### src/rtl/voltmeter_pkg.sv
// Shared types and default widths for the ADC scan averager.
package voltmeter_pkg;

    localparam int unsigned DEF_DATA_W = 12;
    localparam int unsigned DEF_CH_W   = 3;

    typedef enum logic [2:0] {
        StIdle,
        StIssue,
        StWaitAck,
        StWaitDone,
        StAccum,
        StPublish
    } vm_state_e;

endpackage

### src/rtl/adc_scan_averager_bank.sv
// Per-channel latest-average bank plus peak-hold bank with combinational reads.
module adc_result_bank #(
    parameter int unsigned NCH    = 8,
    parameter int unsigned CH_W   = 3,
    parameter int unsigned DATA_W = 12
) (
    input  logic              i_clk,
    input  logic              i_rst,
    input  logic              i_we,
    input  logic [CH_W-1:0]   i_wr_ch,
    input  logic [DATA_W-1:0] i_wr_data,
    input  logic              i_clr_max,
    input  logic [CH_W-1:0]   i_rd_ch,
    output logic [DATA_W-1:0] o_rd_data,
    output logic [DATA_W-1:0] o_rd_max
);

    // Storage spans the full index space so any rd_ch is a legal index.
    localparam int unsigned DEPTH = 1 << CH_W;

    logic [DATA_W-1:0] r_data [DEPTH];
    logic [DATA_W-1:0] r_max  [DEPTH];
    logic              w_wr_ok;

    assign w_wr_ok = i_we && ({1'b0, i_wr_ch} < (CH_W + 1)'(NCH));

    always_ff @(posedge i_clk) begin
        if (!i_rst) begin
            for (int i = 0; i < DEPTH; i++) begin
                r_data[i] <= '0;
                r_max[i]  <= '0;
            end
        end else begin
            if (w_wr_ok) begin
                r_data[i_wr_ch] <= i_wr_data;
            end
            // A clear beats a simultaneous peak update.
            if (i_clr_max) begin
                for (int i = 0; i < DEPTH; i++) begin
                    r_max[i] <= '0;
                end
            end else if (w_wr_ok && (i_wr_data > r_max[i_wr_ch])) begin
                r_max[i_wr_ch] <= i_wr_data;
            end
        end
    end

    assign o_rd_data = r_data[i_rd_ch];
    assign o_rd_max  = r_max[i_rd_ch];

endmodule

### src/rtl/adc_scan_averager.sv
// Conversion sequencer and per-channel averager for a START/BUSY/ADDR/DATA ADC
// interface, in single-channel or round-robin scan mode.
module adc_scan_averager
    import voltmeter_pkg::*;
#(
    parameter int unsigned NCH           = 8,
    parameter int unsigned CH_W          = DEF_CH_W,
    parameter int unsigned DATA_W        = DEF_DATA_W,
    parameter int unsigned AVG_LOG2      = 2,
    parameter int unsigned DISCARD_FIRST = 1,
    parameter int unsigned ACK_TIMEOUT   = 15
) (
    input  logic              i_clk,
    input  logic              i_rst,
    input  logic              i_mode,
    input  logic [CH_W-1:0]   i_sel_ch,
    output logic [CH_W-1:0]   o_adc_addr,
    output logic              o_adc_start,
    input  logic              i_adc_busy,
    input  logic [DATA_W-1:0] i_adc_data,
    output logic              o_avg_valid,
    output logic [CH_W-1:0]   o_avg_ch,
    output logic [DATA_W-1:0] o_avg_data,
    input  logic [CH_W-1:0]   i_rd_ch,
    output logic [DATA_W-1:0] o_rd_data,
    output logic [DATA_W-1:0] o_rd_max,
    input  logic              i_clr_max,
    output logic              o_ack_err
);

    localparam int unsigned     ACC_W     = DATA_W + AVG_LOG2;
    localparam int unsigned     NS_W      = AVG_LOG2 + 1;
    localparam int unsigned     TO_W      = $clog2(ACK_TIMEOUT + 1);
    localparam logic [NS_W-1:0] NS_LAST   = NS_W'((1 << AVG_LOG2) - 1);
    localparam logic [TO_W-1:0] TO_LAST   = TO_W'(ACK_TIMEOUT - 1);
    localparam logic [CH_W-1:0] CH_LAST   = CH_W'(NCH - 1);
    localparam logic            DISC_INIT = (DISCARD_FIRST != 0);

    vm_state_e         r_state;
    vm_state_e         w_state_next;
    logic              r_mode;
    logic [CH_W-1:0]   r_sel;
    logic [CH_W-1:0]   r_ch;
    logic [ACC_W-1:0]  r_acc;
    logic [NS_W-1:0]   r_nsamp;
    logic [TO_W-1:0]   r_to;
    logic              r_disc;
    logic              r_drop;
    logic              r_ack_err;
    logic [CH_W-1:0]   r_avg_ch;
    logic [DATA_W-1:0] r_avg_data;

    logic [CH_W-1:0]   w_sel;
    logic [CH_W-1:0]   w_ch_step;
    logic [ACC_W-1:0]  w_sum;
    logic [DATA_W-1:0] w_avg;
    logic              w_chg;
    logic              w_in_flight;
    logic              w_capture;
    logic              w_timeout;
    logic              w_keep;
    logic              w_last;
    logic              w_start;
    logic              w_publish;

    assign w_sel       = ({1'b0, i_sel_ch} >= (CH_W + 1)'(NCH)) ? CH_LAST : i_sel_ch;
    assign w_chg       = (i_mode != r_mode) || (!i_mode && (w_sel != r_sel));
    assign w_in_flight = (r_state == StIssue) || (r_state == StWaitAck) ||
                         (r_state == StWaitDone);
    assign w_capture   = (r_state == StWaitDone) && !i_adc_busy;
    assign w_timeout   = (r_state == StWaitAck) && !i_adc_busy && (r_to == TO_LAST);
    assign w_keep      = !w_chg && !r_drop && !r_disc;
    assign w_last      = (r_nsamp == NS_LAST);
    assign w_sum       = r_acc + ACC_W'(i_adc_data);
    assign w_avg       = w_sum[ACC_W-1:AVG_LOG2];
    assign w_ch_step   = (r_ch == CH_LAST) ? '0 : r_ch + CH_W'(1);

    always_ff @(posedge i_clk) begin
        if (!i_rst) begin
            r_state <= StIdle;
        end else begin
            r_state <= w_state_next;
        end
    end

    always_comb begin
        w_state_next = r_state;
        w_start      = 1'b0;
        w_publish    = 1'b0;
        case (r_state)
            StIdle:     w_state_next = StIssue;
            StIssue: begin
                w_start      = 1'b1;
                w_state_next = StWaitAck;
            end
            StWaitAck: begin
                if (i_adc_busy) begin
                    w_state_next = StWaitDone;
                end else if (w_timeout) begin
                    w_state_next = StIssue;
                end
            end
            StWaitDone: begin
                if (!i_adc_busy) begin
                    w_state_next = (w_keep && w_last) ? StPublish : StAccum;
                end
            end
            StAccum:    w_state_next = StIssue;
            StPublish: begin
                w_publish    = 1'b1;
                w_state_next = StIssue;
            end
            default:    w_state_next = StIdle;
        endcase
    end

    always_ff @(posedge i_clk) begin
        if (!i_rst) begin
            r_mode     <= 1'b0;
            r_sel      <= '0;
            r_ch       <= '0;
            r_acc      <= '0;
            r_nsamp    <= '0;
            r_to       <= '0;
            r_disc     <= DISC_INIT;
            r_drop     <= 1'b0;
            r_ack_err  <= 1'b0;
            r_avg_ch   <= '0;
            r_avg_data <= '0;
        end else begin
            r_mode <= i_mode;
            r_sel  <= w_sel;
            r_to   <= ((r_state == StWaitAck) && !i_adc_busy && !w_timeout) ?
                      r_to + TO_W'(1) : '0;
            if (w_timeout) begin
                r_ack_err <= 1'b1;
            end

            if (w_chg) begin
                // Restart on the new target; a conversion still out on the old
                // address must be thrown away when it lands.
                r_ch    <= i_mode ? '0 : w_sel;
                r_acc   <= '0;
                r_nsamp <= '0;
                r_disc  <= DISC_INIT;
                r_drop  <= w_in_flight && !w_capture && !w_timeout;
            end else if (w_capture) begin
                r_drop <= 1'b0;
                if (r_drop) begin
                    r_drop <= 1'b0;
                end else if (r_disc) begin
                    r_disc <= 1'b0;
                end else if (w_last) begin
                    r_acc      <= '0;
                    r_nsamp    <= '0;
                    r_avg_ch   <= r_ch;
                    r_avg_data <= w_avg;
                    if (r_mode) begin
                        r_ch   <= w_ch_step;
                        r_disc <= DISC_INIT;
                    end
                end else begin
                    r_acc   <= w_sum;
                    r_nsamp <= r_nsamp + NS_W'(1);
                end
            end else if (w_timeout) begin
                r_drop <= 1'b0;
            end
        end
    end

    adc_result_bank #(
        .NCH    (NCH),
        .CH_W   (CH_W),
        .DATA_W (DATA_W)
    ) u_bank (
        .i_clk     (i_clk),
        .i_rst     (i_rst),
        .i_we      (w_publish),
        .i_wr_ch   (r_avg_ch),
        .i_wr_data (r_avg_data),
        .i_clr_max (i_clr_max),
        .i_rd_ch   (i_rd_ch),
        .o_rd_data (o_rd_data),
        .o_rd_max  (o_rd_max)
    );

    assign o_adc_addr  = r_ch;
    assign o_adc_start = w_start;
    assign o_avg_valid = w_publish;
    assign o_avg_ch    = r_avg_ch;
    assign o_avg_data  = r_avg_data;
    assign o_ack_err   = r_ack_err;

endmodule

### config.mk
export PLATFORM = sky130hd
export DESIGN_NAME = adc_scan_averager
export DESIGN_NICKNAME = d
export VERILOG_FILES = /design/src/rtl/voltmeter_pkg.sv /design/src/rtl/adc_scan_averager_bank.sv /design/src/rtl/adc_scan_averager.sv
export SDC_FILE = /design/constraint.sdc
export NUM_CORES = 1
export LEC_CHECK = 0
export ABC_AREA = 1
export CAP_MARGIN = 0
export CORE_MARGIN = 1.5
export CORE_UTILIZATION = 45
export DETAILED_ROUTE_END_ITERATION = 8
export PLACE_DENSITY_LB_ADDON = 0.05
export SLEW_MARGIN = 20
export SYNTH_ARGS = -nofsm -noshare
export SYNTH_HDL_FRONTEND = slang
export SYNTH_SLANG_ARGS = --single-unit
### constraint.sdc
create_clock -name i_clk -period 4.1 [get_ports i_clk]
set_input_delay 0.615 -clock i_clk [delete_from_list [all_inputs] [get_ports i_clk]]
set_output_delay 0.615 -clock i_clk [all_outputs]
set_load 0.05 [all_outputs]
==> impl_results.md <==
- Pleak: 5.371 nW
- Final wirelength: ~36 mm
- Number of synthesized register bits: 244
- Worst slew margin: 0.4141
- CTS tree: yes
- Sum Neg Setup Slack: 0 ps
- CTS H-tree depth: 1
- Cts bufs inserted: 26
- Ports: between 60 and 70
- Total clock sinks: 244
- Synth warnings: 0
- Starting Density: 0.4561
- Vias in the first global route: 9323
- CTS Root Cell: clkbuf_16
- Avg WL per Cell: ~20 microns
- Commonest non-fill, non-tap cell in the layout: nor2_1
- Tightest Pin Transition: 877.9 ps
- Pins Over Slew Limit: 0
- HPWL Detailed: about 25 mm
- Async SR Flop Fraction: 0
- Synth area leaders: edfxtp_1 47%, nor2_1 12%, dfxtp_1 8.5%
- Power Dens Cells: 407.5 nW/um^2
- Final worst path period share: 0.8272
- GR Overflow Total: 0
- Pin count of the biggest net entering global routing: 52
- Yosys top cell by area: edfxtp_1
- Power, Total: 5.853 mW
- Final Net Count: between 1500 and 2000
- Post-synth top flop: edfxtp_1
- PortBufs: 67
- Status: finished, final reports clean
- Startpoint types: flop
- Skew-Pair Late Insertion Delay: 530 ps
- Max-cap violations: 0
- Residual antenna-violating net count after detailed routing: 0
- FP Rows: 60
- Sequential share of the synthesized area: 0.5553
- Critical Path, Cell by Cell: inv_1 -> buf_4 -> nor2_1 -> o21ai_0 -> o21ai_0 -> ha_1 -> nand2_1 -> nor2_1 -> and2_1 -> nand2_1 -> nand3_1 -> a31oi_4 -> nand2_1 -> nand2_1
- RSZ-0062 raised after global routing: no
- Most frequent cells in the layout: 379 x nor2_1, 193 x o21ai_0, 192 x edfxtp_1, 177 x nand2_1, 103 x inv_1
- Max rail drop VDD: between 0.3 and 0.4 mV
- Final hold violations: 0
- Critical Path Slowest Stage Cell: dfxtp_2
- Area Growth Syn to Fin: 17.19%
- Final setup margin: 708.5 ps
- Worst hold path type: reg2reg
- DRC Markers: 0
- Post-CTS sizing: 0
- Initial antenna violation count: 1
- N_diodes: 0
- Most frequent CP cell: nand2_1
- Crit-path max FO: 21
- Critical Path Max Stage Delay: 530 ps
- Crit. End Element: flop
- Die W: 168.0 microns
- Layout cells sized above 1: 0.07114
- Hold buffer count at cts: 0
- Final Critical Period: 3392 ps
- Setup slack at placement: 746.3 ps
- Post-synth top area share: 0.4704
- Maximum clock insertion buffer count: 3
- Placer Congestion: approximately 0.95
- Synth Instances: 1434
- Clk_skew: 9.107 ps
- First-pass GRT wire length: 54.97 mm
- Fmax: 0.2949 GHz
- Critical Path AT: 3560 ps
- Delay-heaviest family, CP: simple AND/OR/NAND/NOR gates
- Routed vias/inst: 5.517
- Via count: approximately 10000
- # Post-CTS Setup Buffers: 0
- Drt first pass iters: 5
- Die area: 28240 sq um
- Worst EP required: 4270 ps
- # setup viols final: 0
- Synthesized area: 12260 sq um
- Worst setup path class: reg2reg
- Avg Cell Area, Syn: 8.547 sq um
- Buffers and inverters on the worst path: 2
- Worst-path clk slew: 60 ps
- Starting DRC count in detailed routing: 1025
- Synth unique cells: 35
- Mapped Nets: 1487
- Core area: between 20000 and 30000 sq um
- Post-synth EDFFs: 192
- Overall routing resource usage: 0.2568
- Die Height: 168.0 microns
[worst register-to-register path: cells and delay by family, from the launching register on]
family	cells	cell delay (ps)
adder cells (fa/ha/maj)	1	260
flip-flops	1	530
AND/OR/NAND/NOR	8	1100
AO/OA/AOI/OAI	3	680
buffers and inverters	2	460
[stage by stage]
step / std cells / hold slack [ps] / utilization / instance area (sq um)
finish: 1831 / 469.0 / 0.5345 / 14360
global route: 1831 / 487.4 / 0.5345 / 14360
CTS: 1831 / 464.1 / 0.5345 / 14360
detailed placement: 1783 / 451.1 / 0.5008 / 13460
global placement: 1783 / 447.8 / 0.5008 / 13460
floorplan: 1434 / 428.4 / - / 12260
[worst paths after layout]
| kind | from | to | slack, ps | depth (start not counted) |
|---|---|---|---|---|
| setup / recovery | flop | u_bank.r_max[0][7] | 710 | 14 |
| hold / removal | r_acc[11] | r_acc[11] | 470 | 2 |
| hold reg to reg | r_acc[11] | r_acc[11] | 470 | 2 |
| setup reg to reg | flop | u_bank.r_max[0][7] | 710 | 14 |
[synth_stat cells, types with 6 or more instances]
cell type,n
inv_1,103
a31oi_1,24
nand2_1,177
edfxtp_1,192
clkbuf_1,64
a21oi_1,85
o211ai_1,15
nor2_1,379
ha_1,29
xor2_1,7
o22ai_1,13
clkinv_1,9
o21ai_0,193
buf_2,17
buf_1,6
nand3_1,30
nor3_1,12
dfxtp_1,52
[per-layer routing]
layer	wire length, microns	share of wire	track usage
met1	16060	0.44	0.3623
met2	15970	0.44	0.3989
met3	2950	0.082	0.05125
met4	1124	0.031	0.08108
met5	0	0	0
[cell type report]
type / count / area, sq um
Clock buffer: 36 / 740.7
Clock inverter: 12 / 162.7
Timing Repair Buffer: 95 / 1124
Fill cell: 2509 / 12510
Sequential cell: 244 / 6808
Multi-Input combinational cell: 989 / 4674
Tap cell: 341 / 426.7
Inverter: 114 / 427.9
[cells by family (layout without fill, tap and decap cells)]
| logic type | count (synthesis) | after routing | share of synthesized area |
|---|---|---|---|
| fa+ha+maj | 30 | 30 | 0.03124 |
| xor+xnor | 9 | 9 | 0.006432 |
| buf+inv | 201 | 257 | 0.06329 |
| compound gates | 337 | 337 | 0.1474 |
| flops | 244 | 244 | 0.5553 |
| simple gates | 613 | 613 | 0.1963 |
[report_power, final]
group          internal (mW)  total (mW)  switching (mW)
clock network           1.51        2.49           0.976
registers               2.75        2.79          0.0454
logic                  0.203       0.572           0.369
total                   4.46        5.85            1.39
[state kept, by name, indices dropped and copies added, names as in the netlist, 4 cells and up, named ones only]
name and count:
u_bank.r_max 96, o_avg_data 12, r_to 4, u_bank.r_data 96, r_acc 14
No activity file was read; power rests on OpenSTA's default activity.
==> RTL edit: new RTL, config.mk and constraints unchanged <==
The 6 states of `vm_state_e` get a Gray code encoding in 3 bits.
--- a/src/rtl/voltmeter_pkg.sv
+++ b/src/rtl/voltmeter_pkg.sv
@@ -7,8 +7,8 @@
     typedef enum logic [2:0] {
-        StIdle,
-        StIssue,
-        StWaitAck,
-        StWaitDone,
-        StAccum,
-        StPublish
+        StIdle     = 3'b000,
+        StIssue    = 3'b001,
+        StWaitAck  = 3'b011,
+        StWaitDone = 3'b010,
+        StAccum    = 3'b110,
+        StPublish  = 3'b111
     } vm_state_e;
Check against the original RTL: no difference found for any inputs over 4 cycles, from zero or initial values and one cycle with i_rst low; so few cycles prove little.
==> RTL edit against the original RTL <==
Synthesized area increased by 2.5%; sequential cell count unchanged; largest power group unchanged; worst setup slack got worse by 0.22 ns; routed wire length increased by 9.4%; final cell count increased by 1.7%; synthesized cell count increased by 0.91%; highest routed layer unchanged; total power increased by 0.43%; sequential share of layout area decreased by 0.44 points; design area increased by 0.94%; first-iteration DRC count increased by 0.78%.
==> RTL edit: results (changes against the original RTL) <==
<table>
<tr><th>Metric</th><th>Value</th></tr>
<tr><th colspan="2">Outcome</th></tr>
<tr><td>Status</td><td>finished clean (unchanged)</td></tr>
<tr><th colspan="2">Routing</th></tr>
<tr><td>Routed wirelength normalized by instance count</td><td>21.2 um (was 19.7 um)</td></tr>
<tr><th colspan="2">Clock network</th></tr>
<tr><td>Clk_lat worst skew</td><td>0.56 ns (was 0.53 ns)</td></tr>
<tr><td>Total CTS buffers</td><td>27 (was 26)</td></tr>
<tr><th colspan="2">Global routing</th></tr>
<tr><td>Maximum number of pins on one net before global-route repair</td><td>100 (was 52)</td></tr>
<tr><td>Global Route Usage Sum</td><td>0.278 (was 0.257)</td></tr>
<tr><td>Number of global-route vias before repair</td><td>9,527 (was 9,323)</td></tr>
<tr><td>Global-route wire length before repair</td><td>59,100 um (was 55,000 um)</td></tr>
<tr><td>Initial antenna violation count</td><td>0 (was 1)</td></tr>
<tr><th colspan="2">Logic synthesis</th></tr>
<tr><td>Synth top area cells</td><td>sky130_fd_sc_hd__edfxtp_1, sky130_fd_sc_hd__nor2_1, sky130_fd_sc_hd__dfxtp_1 (unchanged)</td></tr>
<tr><td>Synth Area in Compound Gates</td><td>0.139 (was 0.147)</td></tr>
<tr><td>Most used standard cells in the synthesized netlist</td><td>sky130_fd_sc_hd__nor2_1, sky130_fd_sc_hd__edfxtp_1, sky130_fd_sc_hd__o21ai_0 (was sky130_fd_sc_hd__nor2_1, sky130_fd_sc_hd__o21ai_0, sky130_fd_sc_hd__edfxtp_1)</td></tr>
<tr><td>Synth Area in XOR/XNOR</td><td>0.00627 (was 0.00643)</td></tr>
<tr><th colspan="2">Place</th></tr>
<tr><td>Placement Cell Area</td><td>0.0137 mm2 (was 0.0135 mm2)</td></tr>
<tr><th colspan="2">Power and ir drop</th></tr>
<tr><td>Leakage power figure</td><td>5.26 nW (was 5.37 nW)</td></tr>
<tr><th colspan="2">Finish</th></tr>
<tr><td>Fraction of final layout cells sized beyond drive strength 1</td><td>0.0778 (was 0.0711)</td></tr>
<tr><td>Filler Cell Count</td><td>2,571 (was 2,509)</td></tr>
<tr><th colspan="2">Timing</th></tr>
<tr><td>Max Clock Skew</td><td>0.0245 ns (was 0.00911 ns)</td></tr>
<tr><td>Transition time at the pin with the least slew margin</td><td>0.974 ns (was 0.878 ns)</td></tr>
<tr><th colspan="2">Worst setup path</th></tr>
<tr><td>Data arrival, critical path</td><td>3.81 ns (was 3.56 ns)</td></tr>
</table>
==> RTL edit: cell types whose count changed after synthesis, sizes merged, moves of 2 or more <==
| cell | delta |
|---|---|
| a21oi | -5 |
| a22o | -2 |
| a22oi | +3 |
| buf | +14 |
| clkbuf | -11 |
| nand2 | -6 |
| nand3 | +7 |
| nand4 | +4 |
| nor2 | +11 |
| nor3 | +2 |
==> RTL edit: path summary, 6_finish.rpt <==
kind	start	to
max	register	u_bank.r_max[0][11]
min	o_ack_err	o_ack_err
max reg2reg	register	u_bank.r_max[0][11]
min reg2reg	o_ack_err	o_ack_err
==> RTL edit: cell families after synthesis <==
logic type      after synthesis
buf+inv                     204
flops                       244
xor+xnor                      9
simple gates                630
fa+ha+maj                    30
compound gates              330
==> RTL edit: final cells by class <==
class                           instances  area (um2)  share of cell area
Sequential cell                       244        6810               0.470
Timing Repair Buffer                   84        1070              0.0735
Clock inverter                         19         153              0.0105
Clock buffer                           31         691              0.0476
Tap cell                              372         465              0.0321
Multi-Input combinational cell        999        4880               0.337
Inverter                              114         433              0.0299
==> RTL edit: per-layer routing <==
metal  part of all wire  track usage
met3              0.053       0.0340
met2               0.48        0.453
met5                  0            0
met4              0.034       0.0981
met1               0.44        0.384
==> RTL edit: per-stage QoR <==
stage | cells | hold WS [ns] | power (mW) | util
2_1_floorplan | 1447 | 0.430 | 3.28 | -
3_3_place_gp | 1813 | 0.443 | 3.58 | 0.502
3_5_place_dp | 1813 | 0.457 | 3.59 | 0.502
4_1_cts | 1863 | 0.466 | 5.91 | 0.534
5_1_grt | 1863 | 0.478 | 6.05 | 0.534
6_report | 1863 | 0.459 | 5.88 | 0.534
==> RTL edit: report_power, final <==
group	switching (mW)	total (mW)	internal [mW]
registers	0.0712	2.85	2.78
clock network	1.01	2.34	1.33
logic	0.452	0.690	0.238
